==> config.mk <==
export PLATFORM = sky130hd
export DESIGN_NAME = gmp_feature_collector_flat
export DESIGN_NICKNAME = d
export VERILOG_FILES = /design/src/rtl/gmp_pkg.sv /design/src/rtl/gmp_feature_collector_if.sv /design/src/rtl/gmp_feature_collector_bank.sv /design/src/rtl/gmp_feature_collector.sv /design/src/flat_wrapper.sv
export SDC_FILE = /design/constraint.sdc
export NUM_CORES = 1
export LEC_CHECK = 0
export ABC_AREA = 1
export CORE_MARGIN = 2
export CORE_UTILIZATION = 61
export DETAILED_ROUTE_END_ITERATION = 8
export PLACE_DENSITY_LB_ADDON = 0.15
export SYNTH_ARGS = -nofsm -noshare
export SYNTH_HDL_FRONTEND = slang
export SYNTH_SLANG_ARGS = --single-unit
export TNS_END_PERCENT = 100
==> constraint.sdc <==
create_clock -name clk -period 4.6 [get_ports clk]
set_input_delay 0.92 -clock clk [delete_from_list [all_inputs] [get_ports clk]]
set_output_delay 0.92 -clock clk [all_outputs]
set_load 0.1 [all_outputs]
==> src/rtl/gmp_pkg.sv <==
// Shared sizing for the GMP feature collector and the downstream global max-pool.
package gmp_pkg;

  localparam int GMP_BIT_SIZE    = 8;
  localparam int GMP_ACTIVATIONS = 36;
  localparam int GMP_CHANNELS    = 10;

  // Keeps counters at least one bit wide when a dimension collapses to 1.
  function automatic int idx_width(input int n);
    return (n > 1) ? $clog2(n) : 1;
  endfunction

  localparam int GMP_IDX_W = idx_width(GMP_ACTIVATIONS);
  localparam int GMP_CH_W  = idx_width(GMP_CHANNELS);

endpackage

==> src/rtl/gmp_feature_collector_if.sv <==
// Pixel-in / channel-vector-out handshake bundle of the feature collector.
interface gmp_feature_collector_if
  import gmp_pkg::*;
#(
  parameter int BIT_SIZE        = GMP_BIT_SIZE,
  parameter int ACTIVATIONS_GMP = GMP_ACTIVATIONS,
  parameter int CHANNELS        = GMP_CHANNELS
);

  localparam int CH_W  = idx_width(CHANNELS);
  localparam int VEC_W = BIT_SIZE * ACTIVATIONS_GMP;

  logic signed [BIT_SIZE-1:0] in_pixel;
  logic                       in_valid;
  logic                       in_ready;
  logic signed [VEC_W-1:0]    out_vec;
  logic                       out_valid;
  logic                       out_ready;
  logic [CH_W-1:0]            out_channel;
  logic                       out_last;

  modport slave (
    input  in_pixel, in_valid, out_ready,
    output in_ready, out_vec, out_valid, out_channel, out_last
  );

  modport master (
    output in_pixel, in_valid, out_ready,
    input  in_ready, out_vec, out_valid, out_channel, out_last
  );

endinterface

==> src/rtl/gmp_feature_collector_bank.sv <==
// One ping-pong bank: pixel storage, its own write index and a full flag.
module gmp_bank
  import gmp_pkg::*;
#(
  parameter int BIT_SIZE = GMP_BIT_SIZE,
  parameter int DEPTH    = GMP_ACTIVATIONS
) (
  input  logic                      clk,
  input  logic                      rst,
  input  logic                      clear,
  input  logic                      wr_en,
  input  logic [BIT_SIZE-1:0]       wr_data,
  input  logic                      rd_done,
  output logic [BIT_SIZE*DEPTH-1:0] data,
  output logic                      full,
  output logic                      wr_last
);

  localparam int IDX_W = idx_width(DEPTH);

  logic [BIT_SIZE-1:0] mem_q [DEPTH];
  logic [BIT_SIZE-1:0] mem_d [DEPTH];
  logic [IDX_W-1:0]    idx_q, idx_d;
  logic                full_q, full_d;

  assign wr_last = (idx_q == IDX_W'(DEPTH - 1));
  assign full    = full_q;

  for (genvar g = 0; g < DEPTH; g++) begin : g_pack
    assign data[g*BIT_SIZE +: BIT_SIZE] = mem_q[g];
  end

  always_comb begin
    mem_d  = mem_q;
    idx_d  = idx_q;
    full_d = full_q;
    if (clear) begin
      for (int i = 0; i < DEPTH; i++) mem_d[i] = '0;
      idx_d  = '0;
      full_d = 1'b0;
    end else begin
      // A bank is never written while full nor read while filling, so these never collide.
      if (rd_done) full_d = 1'b0;
      if (wr_en) begin
        mem_d[idx_q] = wr_data;
        if (wr_last) begin
          idx_d  = '0;
          full_d = 1'b1;
        end else begin
          idx_d = idx_q + 1'b1;
        end
      end
    end
  end

  always_ff @(posedge clk or negedge rst) begin
    if (!rst) begin
      for (int i = 0; i < DEPTH; i++) mem_q[i] <= '0;
      idx_q  <= '0;
      full_q <= 1'b0;
    end else begin
      mem_q  <= mem_d;
      idx_q  <= idx_d;
      full_q <= full_d;
    end
  end

endmodule

==> src/rtl/gmp_feature_collector.sv <==
// Collects a streamed channel map into ping-pong banks and hands whole channels to global max-pool.
module gmp_feature_collector
  import gmp_pkg::*;
#(
  parameter int BIT_SIZE        = GMP_BIT_SIZE,
  parameter int ACTIVATIONS_GMP = GMP_ACTIVATIONS,
  parameter int CHANNELS        = GMP_CHANNELS
) (
  input logic                     clk,
  input logic                     rst,
  input logic                     clear,
  gmp_feature_collector_if.slave  bus
);

  localparam int CH_W  = idx_width(CHANNELS);
  localparam int VEC_W = BIT_SIZE * ACTIVATIONS_GMP;

  logic             wr_sel_q, wr_sel_d;
  logic             rd_sel_q, rd_sel_d;
  logic [CH_W-1:0]  ch_q, ch_d;
  logic             in_fire, out_fire;
  logic [1:0]       wr_en, rd_done, bank_full, bank_last;
  logic [VEC_W-1:0] bank_data [2];

  // Handshake outputs come only from registered flags and selects.
  assign bus.in_ready    = !bank_full[wr_sel_q];
  assign bus.out_valid   = bank_full[rd_sel_q];
  assign bus.out_vec     = bank_data[rd_sel_q];
  assign bus.out_channel = ch_q;
  assign bus.out_last    = (ch_q == CH_W'(CHANNELS - 1));

  assign in_fire  = bus.in_valid && bus.in_ready;
  assign out_fire = bus.out_valid && bus.out_ready;
  assign wr_en    = in_fire  ? (wr_sel_q ? 2'b10 : 2'b01) : 2'b00;
  assign rd_done  = out_fire ? (rd_sel_q ? 2'b10 : 2'b01) : 2'b00;

  for (genvar b = 0; b < 2; b++) begin : g_bank
    gmp_bank #(
      .BIT_SIZE (BIT_SIZE),
      .DEPTH    (ACTIVATIONS_GMP)
    ) u_bank (
      .clk     (clk),
      .rst     (rst),
      .clear   (clear),
      .wr_en   (wr_en[b]),
      .wr_data (bus.in_pixel),
      .rd_done (rd_done[b]),
      .data    (bank_data[b]),
      .full    (bank_full[b]),
      .wr_last (bank_last[b])
    );
  end

  always_comb begin
    wr_sel_d = wr_sel_q;
    rd_sel_d = rd_sel_q;
    ch_d     = ch_q;
    if (clear) begin
      wr_sel_d = 1'b0;
      rd_sel_d = 1'b0;
      ch_d     = '0;
    end else begin
      if (in_fire && bank_last[wr_sel_q]) wr_sel_d = !wr_sel_q;
      if (out_fire) begin
        rd_sel_d = !rd_sel_q;
        ch_d     = bus.out_last ? '0 : ch_q + 1'b1;
      end
    end
  end

  always_ff @(posedge clk or negedge rst) begin
    if (!rst) begin
      wr_sel_q <= 1'b0;
      rd_sel_q <= 1'b0;
      ch_q     <= '0;
    end else begin
      wr_sel_q <= wr_sel_d;
      rd_sel_q <= rd_sel_d;
      ch_q     <= ch_d;
    end
  end

endmodule
==> src/flat_wrapper.sv <==
// flat-port wrapper written by rule: the top's interface ports become plain ports
module gmp_feature_collector_flat import gmp_pkg::*;
#(
  parameter int BIT_SIZE        = GMP_BIT_SIZE,
  parameter int ACTIVATIONS_GMP = GMP_ACTIVATIONS,
  parameter int CHANNELS        = GMP_CHANNELS
)
  (clk, rst, clear, bus_in_pixel, bus_in_valid, bus_out_ready, bus_in_ready, bus_out_vec, bus_out_valid, bus_out_channel, bus_out_last);
  gmp_feature_collector_if #(.BIT_SIZE(BIT_SIZE), .ACTIVATIONS_GMP(ACTIVATIONS_GMP), .CHANNELS(CHANNELS)) bus_i ();
  input logic clk;
  input logic rst;
  input logic clear;
  input wire logic [$bits(bus_i.in_pixel)-1:0] bus_in_pixel;
  input wire logic [$bits(bus_i.in_valid)-1:0] bus_in_valid;
  input wire logic [$bits(bus_i.out_ready)-1:0] bus_out_ready;
  output wire logic [$bits(bus_i.in_ready)-1:0] bus_in_ready;
  output wire logic [$bits(bus_i.out_vec)-1:0] bus_out_vec;
  output wire logic [$bits(bus_i.out_valid)-1:0] bus_out_valid;
  output wire logic [$bits(bus_i.out_channel)-1:0] bus_out_channel;
  output wire logic [$bits(bus_i.out_last)-1:0] bus_out_last;
  assign bus_i.in_pixel = bus_in_pixel;
  assign bus_i.in_valid = bus_in_valid;
  assign bus_i.out_ready = bus_out_ready;
  assign bus_in_ready = bus_i.in_ready;
  assign bus_out_vec = bus_i.out_vec;
  assign bus_out_valid = bus_i.out_valid;
  assign bus_out_channel = bus_i.out_channel;
  assign bus_out_last = bus_i.out_last;
  gmp_feature_collector #(.BIT_SIZE(BIT_SIZE), .ACTIVATIONS_GMP(ACTIVATIONS_GMP), .CHANNELS(CHANNELS)) u_core (.clk(clk), .rst(rst), .clear(clear), .bus(bus_i));
endmodule
; Word level (Yosys, flattened, before mapping)
; Cells that the tools add are included.
[totals]
ff_bits = 596
latch_bits = 0
mem_bits_rw = 0
romBits = 0
in_bits = 13
out_inout_bits = 295
n_memories = 0
[classes]
n_addsub = 3
n_mul = 0
n_div = 0
magnitude_cmp = 7
eq_ne = 3
shifts = 0
n_mux = 44
bitwise = 3
reduce_logical = 12
[ops]
columns = op, count
row1 = $mux W288, 7
row2 = $bwmux W288, 2
row3 = $demux W8 S6, 2
row4 = $mux W6, 6
row5 = $mux W1, 18
row6 = $mux W8, 2
row7 = $ge A7 B7 Y1 const B, 2
row8 = $lt A7 B1 Y1 const B, 2
row9 = $not A6 Y7, 2
row10 = $add A6 B1 Y6 const B, 2
row11 = $eq A6 B6 Y1 const B, 2
row12 = $mux W4, 3
row13 = $mux W2, 4
row14 = $reduce_bool A2 Y1, 4
row15 = $logic_and A1 B1 Y1, 5
row16 = $add A4 B1 Y4 const B, 1
row17 = $eq A4 B4 Y1 const B, 1
row18 = $lt A1 B2 Y1 const B, 2
row19 = $logic_not A1 Y1, 3
row20 = $ge A2 B2 Y1 const B, 1
row21 = $not A1 Y2, 1

; Longest topological paths before layout
; Gate-level depths: netlist of run 1.
[logic_depth]
ltp_word = 8
mapped_depth = 9
ltp_nobuf = 7

; By module
; From an unflattened synthesis of run 1, not the netlist that was laid out.
[hier_totals]
cells_unflattened = 3700
area_unflattened_um2 = 28443.5
[modules_own_cells]
columns = mod, instances, cells_each, area_per_inst_um2
row1 = gmp_bank (u_core.g_bank[1].u_bank), 1, 1358, 12225.5
row2 = gmp_bank (u_core.g_bank[0].u_bank), 1, 1354, 12201.7
row3 = gmp_feature_collector, 1, 988, 4016.4

; Worst setup path before layout of run 1
; No wires, ideal clock.
[synth_path]
path_kind = register to output
from = reg u_core.rd_sel_q
to = out bus_out_vec[75]
arrival_time_ns = 2.997
required_time_ns = 3.680
path_slack_ns = 0.683
stages_incl_launch_ff = 5
n_path_buf = 3
path_cell_list = dfrtp_1 > clkbuf_1 > clkbuf_1 > clkbuf_1 > o21ai_0
[synth_via]
elab_chain_cells = 4
[synth_rtl]
columns = item, line
row1 = "start, declared", gmp_feature_collector.sv:19  ; logic rd_sel_q, rd_sel_d;
row2 = "start signal, assigned", gmp_feature_collector.sv:78  ; rd_sel_q <= rd_sel_d;
row3 = $not A1 Y2 (implied by the code), gmp_feature_collector.sv:28  ; assign bus.out_vec = bank_data[rd_sel_q];
row4 = $mux W288 (implied by the code) (3 in series), gmp_feature_collector.sv:28
row5 = "end, declared", flat_wrapper.sv:17  ; output wire logic [$bits(bus_i.out_vec)-1:0] bus_out_vec;
; No other way between the ends. The select of a mux whose other input is x is not followed.

; Worst setup path in the final report of run 1
[layout_path]
from = reg u_core.ch_q[1], in the netlist u_core.bus.out_channel[1]
to = out bus_out_last
[layout_via]
elab_chain_cells = 1
[layout_rtl]
columns = item, line
row1 = "start, declared", gmp_feature_collector.sv:20  ; logic [CH_W-1:0] ch_q, ch_d;
row2 = "start signal, assigned", gmp_feature_collector.sv:79  ; ch_q <= ch_d;
row3 = $eq A4 B4 Y1, gmp_feature_collector.sv:30  ; assign bus.out_last = (ch_q == CH_W'(CHANNELS - 1));
row4 = "end, declared", flat_wrapper.sv:20  ; output wire logic [$bits(bus_i.out_last)-1:0] bus_out_last;
; No other way between the ends.

==> impl_metrics.py, run 1 <==
metrics = {
    "global_routing": {
        "grt_pass1_vias": 22600,
        "grt_usage": 0.361,
        "antenna_found_initial": 0,
        "grt_pass1_wl_um": 126000,
        "grt_overflow": 0,
        "grt_max_degree": 220,
    },
    "critical_path": {
        "cp_data_required_time_ps": 3680,
        "slowest_stage": "clkdlybuf4s50_1",
        "cp-start-kind": "flip-flop",
        "cpPeakStageDelay_ps": 1140,
        "path_cells": "inv_1 > ha_1 > nand2_1 > nor2_1 > clkdlybuf4s50_1",
        "crit_type": "flip-flop to output port",
        "end_kind": "output port",
        "crit_arrival_ps": 2590,
        "crit_fanout": 4,
    },
    "cells_and_area": {
        "regArea_sq_mm": 0.0149,
        "layout_common_cells": "984 x nand2_1, 612 x o21ai_0, 595 x dfrtp_1",
        "antenna_cells": 0,
        "fillerInstances": 3283,
        "drive_gt1_frac": 0.133,
        "final_common_cell": "nand2_1",
        "multiInputGateArea_sq_mm": 0.0101,
        "final_nets": 3379,
        "syn2layout_area_growth_pct": 16.9,
    },
    "cts": {
        "ctsResizeCount": 0,
        "clkLatencyLatePin_ps": 620,
        "cts_tree": "done",
        "clk_pin_slew_worst_paths_ps": 60,
        "cts_root_buf": "clkbuf_16",
        "post_cts_buffers": 0,
        "clock-sinks": 596,
        "cts_buffers": 60,
        "htree_levels": 2,
        "hold_buffers": 0,
        "clk_path_buf_depth": 3,
    },
    "logic_synthesis": {
        "synth-seq-cells": 596,
        "ys_warn_count": 0,
        "syn-instance-count": 3206,
        "synth_area_sq_mm": 0.0264,
        "syn_area_per_cell_sq_um": 8.24,
        "synth_nets": 3223,
        "synth.distinct_cells": 27,
        "yosysSeqAreaShare": 0.564,
    },
    "power": {
        "power_mw": 10.9,
        "ir_worst_vdd_mv": 0.302,
        "clkPwrFrac": 0.448,
        "intPower_mw": 8.19,
        "sequentialPowerShare": 0.485,
        "swShare": 0.246,
        "power_switching_mw": 2.67,
        "power_leakage_nw": 15.3,
        "comb_power_share": 0.066,
        "power_density_mw_per_mm2": 352,
    },
    "sta": {
        "setup-violations-final": 0,
        "slew_violations": 0,
        "period_needed_ps": 3510,
        "finalCritPeriodShare": 0.763,
        "fmax_mhz": 285,
        "rsz0062_at_grt": "no",
        "finalHoldViolations": 0,
        "fin_setup_tns_ps": 0,
        "slew_headroom": 0.259,
        "skew_ps": 19.8,
        "tightestPinTransition_ps": 1110,
    },
    "die": {
        "pin_count": 308,
        "dieArea_sq_mm": 0.0450,
        "core_sq_mm": 0.0429,
        "rows": 76,
        "die_h_um": 212,
        "dieWidth_um": 212,
        "start_util": 0.616,
    },
    "routing": {
        "wl_per_cell_um": 20.3,
        "drt_pass1_iterations": 6,
        "drt_iter0_markers": 3010,
        "drtAntennaViolNets": 0,
        "drcViolationCount": 0,
        "via_per_inst": 6.02,
        "wl_um": 81000,
        "vias": 24000,
    },
    "min_path": {
        "worstHoldPathType": "primary input to async pin",
    },
    "placed_design": {
        "place_hpwl_um": 49500,
        "portBuffers": 307,
        "gp_congestion": 0.864,
    },
    "run_status": {
        "status": "complete, no violations",
    },
    "job": {
        "cap_violations": 0,
    },
}
## sequential cells by signal, summed over array words and instances (netlist names)
signal,cells
u_core.wr_sel_q,1
u_core.bus.out_channel,4
u_core.g_bank.u_bank.full,2
u_core.rd_sel_q,1
u_core.g_bank.u_bank.data,576
u_core.g_bank.u_bank.idx_q,12
## synthesized netlist by cell type (all sizes together)
master  count  area, sq um
nor2       56          235
nand3b      2         15.0
inv       112          420
buf        78          387
nand2     995         3740
o21a        1         7.51
xor2        1         8.76
and2        1         6.26
nand4       7         50.1
ha          4         50.1
a21oi      11         55.1
clkinv      3         11.3
xnor2       1         8.76
o21ai     617         3090
clkbuf    167          627
dfrtp     596        14900
nand3     553         2790
nor3        1         10.0
## layer usage
| metal | vias up | global-route usage | wire length [um] |
|---|---|---|---|
| met5 | - | 0 | 0 |
| met4 | 0 | 0.141 | 3000 |
| met3 | 168 | 0.0793 | 7970 |
| met2 | 1244 | 0.554 | 37400 |
| met1 | 11800 | 0.507 | 32700 |
| li1 | 10900 | - | - |
## final timing paths
check,start,to,slack (ps),cells past startpoint
worst max register to register,u_core.wr_sel_q,u_core.g_bank[0].u_bank.data[21],2050,6
worst min register to register,u_core.g_bank[1].u_bank.data[247],u_core.g_bank[1].u_bank.data[247],470,2
max in group asynchronous,rst,u_core.g_bank[0].u_bank.data[116],2840,2
worst min-delay path,rst,u_core.g_bank[0].u_bank.data[16],450,1
min in group clk,u_core.g_bank[1].u_bank.data[247],u_core.g_bank[1].u_bank.data[247],470,2
worst max-delay path,u_core.bus.out_channel[1],bus_out_last,1090,5
## through the flow
stage                     cell area (sq um)  cells  setup slack (ps)  hold WS [ps]  utilization
after floorplan                       26400   3206               683           442            -
after global placement                28900   3885              1220           454        0.674
after detailed placement              28900   3885              1150           459        0.674
after CTS                             30900   3994              1070           474        0.720
after global routing                  30900   3994               999           501        0.720
final                                 30900   3994              1090           445        0.720
## critical path, delay by kind of cell, from the launching register on
kind | cells | cell delay [ps]
buf+inv | 2 | 1230
fa+ha+maj | 1 | 140
flops | 1 | 410
simple gates | 2 | 190
## logic make-up after synthesis
family / synth area share
adder cells (fa/ha/maj): 0.00189
flip-flops: 0.564
AO/OA/AOI/OAI: 0.119
AND/OR/NAND/NOR: 0.259
buffers and inverters: 0.0547
XOR/XNOR: 0.000663
## area by class of cell
class,count,area share
Multi-Input combinational cell,2250,0.327
Inverter,115,0.0145
Timing Repair Buffer,339,0.0885
Tap cell,585,0.0237
Clock inverter,18,0.00454
Clock buffer,91,0.0592
Sequential cell,596,0.483
## power groups by stage
stage	clock [mW]	combinational (mW)	sequential (mW)
3_5_place_dp	0	0.713	5.37
5_1_grt	5.13	0.769	5.27
6_report	4.87	0.721	5.27
4_1_cts	4.90	0.715	5.27
3_3_place_gp	0	0.707	5.37
2_1_floorplan	0	0.407	5.36
Power figures use the tool's default switching activity.
==> run 2: changes to the inputs <==
- CORE_UTILIZATION: 61 -> 56
- clock period: 4.6 -> 3.6 ns (I/O delays scaled with it)
==> impl_metrics.py, run 2 (synthesis gave the netlist of run 1 again) <==
metrics = {
    "run_status": {
        "status": "complete, no violations",
    },
    "sta": {
        "fmax_mhz": 293,
        "slew_headroom": 0.278,
        "slew_violations": 0,
        "rsz0062_at_grt": "no",
        "skew_ps": 25.8,
        "finalCritPeriodShare": 0.949,
        "finalHoldViolations": 0,
        "tightestPinTransition_ps": 1080,
        "timing.final.ws_setup_ps": 183,
        "period_needed_ps": 3420,
        "setup-violations-final": 0,
    },
    "cells_and_area": {
        "final_util": 0.707,
        "antenna_cells": 0,
        "drive_gt1_frac": 0.139,
        "largest_reg_flops": 576,
        "stdcell_area_sq_mm": 0.0329,
        "syn2layout_area_growth_pct": 24.5,
        "final_nets": 3396,
        "layout_common_cells": "984 x nand2_1, 595 x dfrtp_1, 585 x o21ai_0",
        "final_common_cell": "nand2_1",
        "fillerInstances": 3470,
    },
    "power": {
        "power_density_mw_per_mm2": 438,
        "comb_power_share": 0.064,
        "sequentialPowerShare": 0.469,
        "swShare": 0.244,
        "power_leakage_nw": 15.8,
        "clkPwrFrac": 0.467,
        "power_mw": 14.4,
        "intPower_mw": 10.9,
        "power_switching_mw": 3.52,
        "ir_worst_vdd_mv": 0.378,
    },
    "placed_design": {
        "dpl_cell_area_sq_mm": 0.0307,
        "place_hpwl_um": 51900,
        "gp_congestion": 0.895,
        "post-place-ws_ps": 568,
        "portBuffers": 307,
    },
    "die": {
        "pin_count": 308,
        "start_util": 0.568,
        "dieArea_sq_mm": 0.0489,
        "die_h_um": 221,
        "rows": 79,
        "core_sq_mm": 0.0466,
        "dieWidth_um": 221,
    },
    "cts": {
        "cts_root_buf": "clkbuf_16",
        "clk_pin_slew_worst_paths_ps": 60,
        "htree_levels": 2,
        "clock-sinks": 596,
        "cts_buffers": 61,
        "hold_buffers": 0,
        "clk_path_buf_depth": 3,
        "cts_tree": "done",
        "clkLatencyLatePin_ps": 630,
    },
    "critical_path": {
        "crit_type": "flip-flop to output port",
        "crit_buf_inv": 2,
        "cp_top_family": "buffers and inverters",
        "path_cells": "buf_6 > nand2_1 > o21ai_0 > buf_4",
        "cpPeakStageDelay_ps": 780,
        "crit_arrival_ps": 2700,
        "cp-start-kind": "flip-flop",
        "end_kind": "output port",
        "cp_data_required_time_ps": 2880,
        "crit_fanout": 73,
        "slowest_stage": "dfrtp_4",
    },
    "global_routing": {
        "grt_overflow": 0,
        "antenna_found_initial": 1,
        "grt_pass1_wl_um": 132000,
        "grt_pass1_vias": 23300,
        "grt_max_degree": 167,
        "grt_usage": 0.336,
    },
    "min_path": {
        "worstHoldPathType": "primary input to async pin",
    },
    "routing": {
        "drtAntennaViolNets": 0,
        "wl_um": 83000,
        "drcViolationCount": 0,
        "drt_iter0_markers": 2895,
        "via_per_inst": 6.01,
        "wl_per_cell_um": 20.6,
        "vias": 24300,
        "drt_pass1_iterations": 6,
    },
    "job": {
        "cap_violations": 0,
    },
}
[run 2: cell count changes in the layout (fill, tap and decap cells not counted), sizes merged]
cell / delta
buf: +18
clkdlybuf4s50: -2
inv: +1
clkbuf: -1
clkinv: -4
bufinv: +5
clkinvlp: +4
[run 2: area by class of cell]
class | count | area, sq um | share of cell area
Tap cell | 607 | 759 | 0.0231
Inverter | 115 | 455 | 0.0138
Clock inverter | 24 | 317 | 0.00962
Clock buffer | 90 | 1840 | 0.0559
Multi-Input combinational cell | 2250 | 10100 | 0.307
Timing Repair Buffer | 355 | 4530 | 0.138
Sequential cell | 596 | 14900 | 0.453
[run 2: timing repair]
action,in CTS,in global routing
resized for setup,0,3
hold endpoints to repair,0,0
endpoints found under the setup margin,0,14
setup buffers,0,0
[run 2: worst paths after layout]
| check | from | endpoint | slack, ps | cells after the start |
|---|---|---|---|---|
| min in group clk | u_core.g_bank[0].u_bank.data[249] | u_core.g_bank[0].u_bank.data[249] | 470 | 2 |
| max reg2reg | u_core.g_bank[0].u_bank.idx_q[2] | u_core.g_bank[0].u_bank.data[256] | 1180 | 5 |
| max | u_core.rd_sel_q | bus_out_vec[75] | 180 | 4 |
| min reg2reg | u_core.g_bank[0].u_bank.data[249] | u_core.g_bank[0].u_bank.data[249] | 470 | 2 |
| min | rst | u_core.g_bank[1].u_bank.data[51] | 100 | 1 |
| max in group asynchronous | rst | u_core.rd_sel_q | 2410 | 2 |
[run 2: per-layer routing]
metal	global-route usage	wire length, um	part of all wire
met1	0.483	33800	0.41
met2	0.509	38500	0.46
met3	0.0629	7410	0.089
met4	0.135	3170	0.038
met5	0	12	0.00014
[run 2: power groups by stage]
stage               logic, mW  registers, mW  clock network [mW]
floorplan               0.522           6.85                   0
global placement        0.904           6.87                   0
detailed placement      0.913           6.87                   0
CTS                     0.918           6.75                6.75
global route            0.988           6.75                7.03
finish                  0.927           6.75                6.72
[run 2: metrics by stage]
step	instances	TNS, ps	hold slack (ps)
after floorplan	3206	-234	424
after detailed placement	3923	0	459
after global placement	3923	0	454
after global routing	4037	0	148
after CTS	4037	0	128
final	4037	0	102
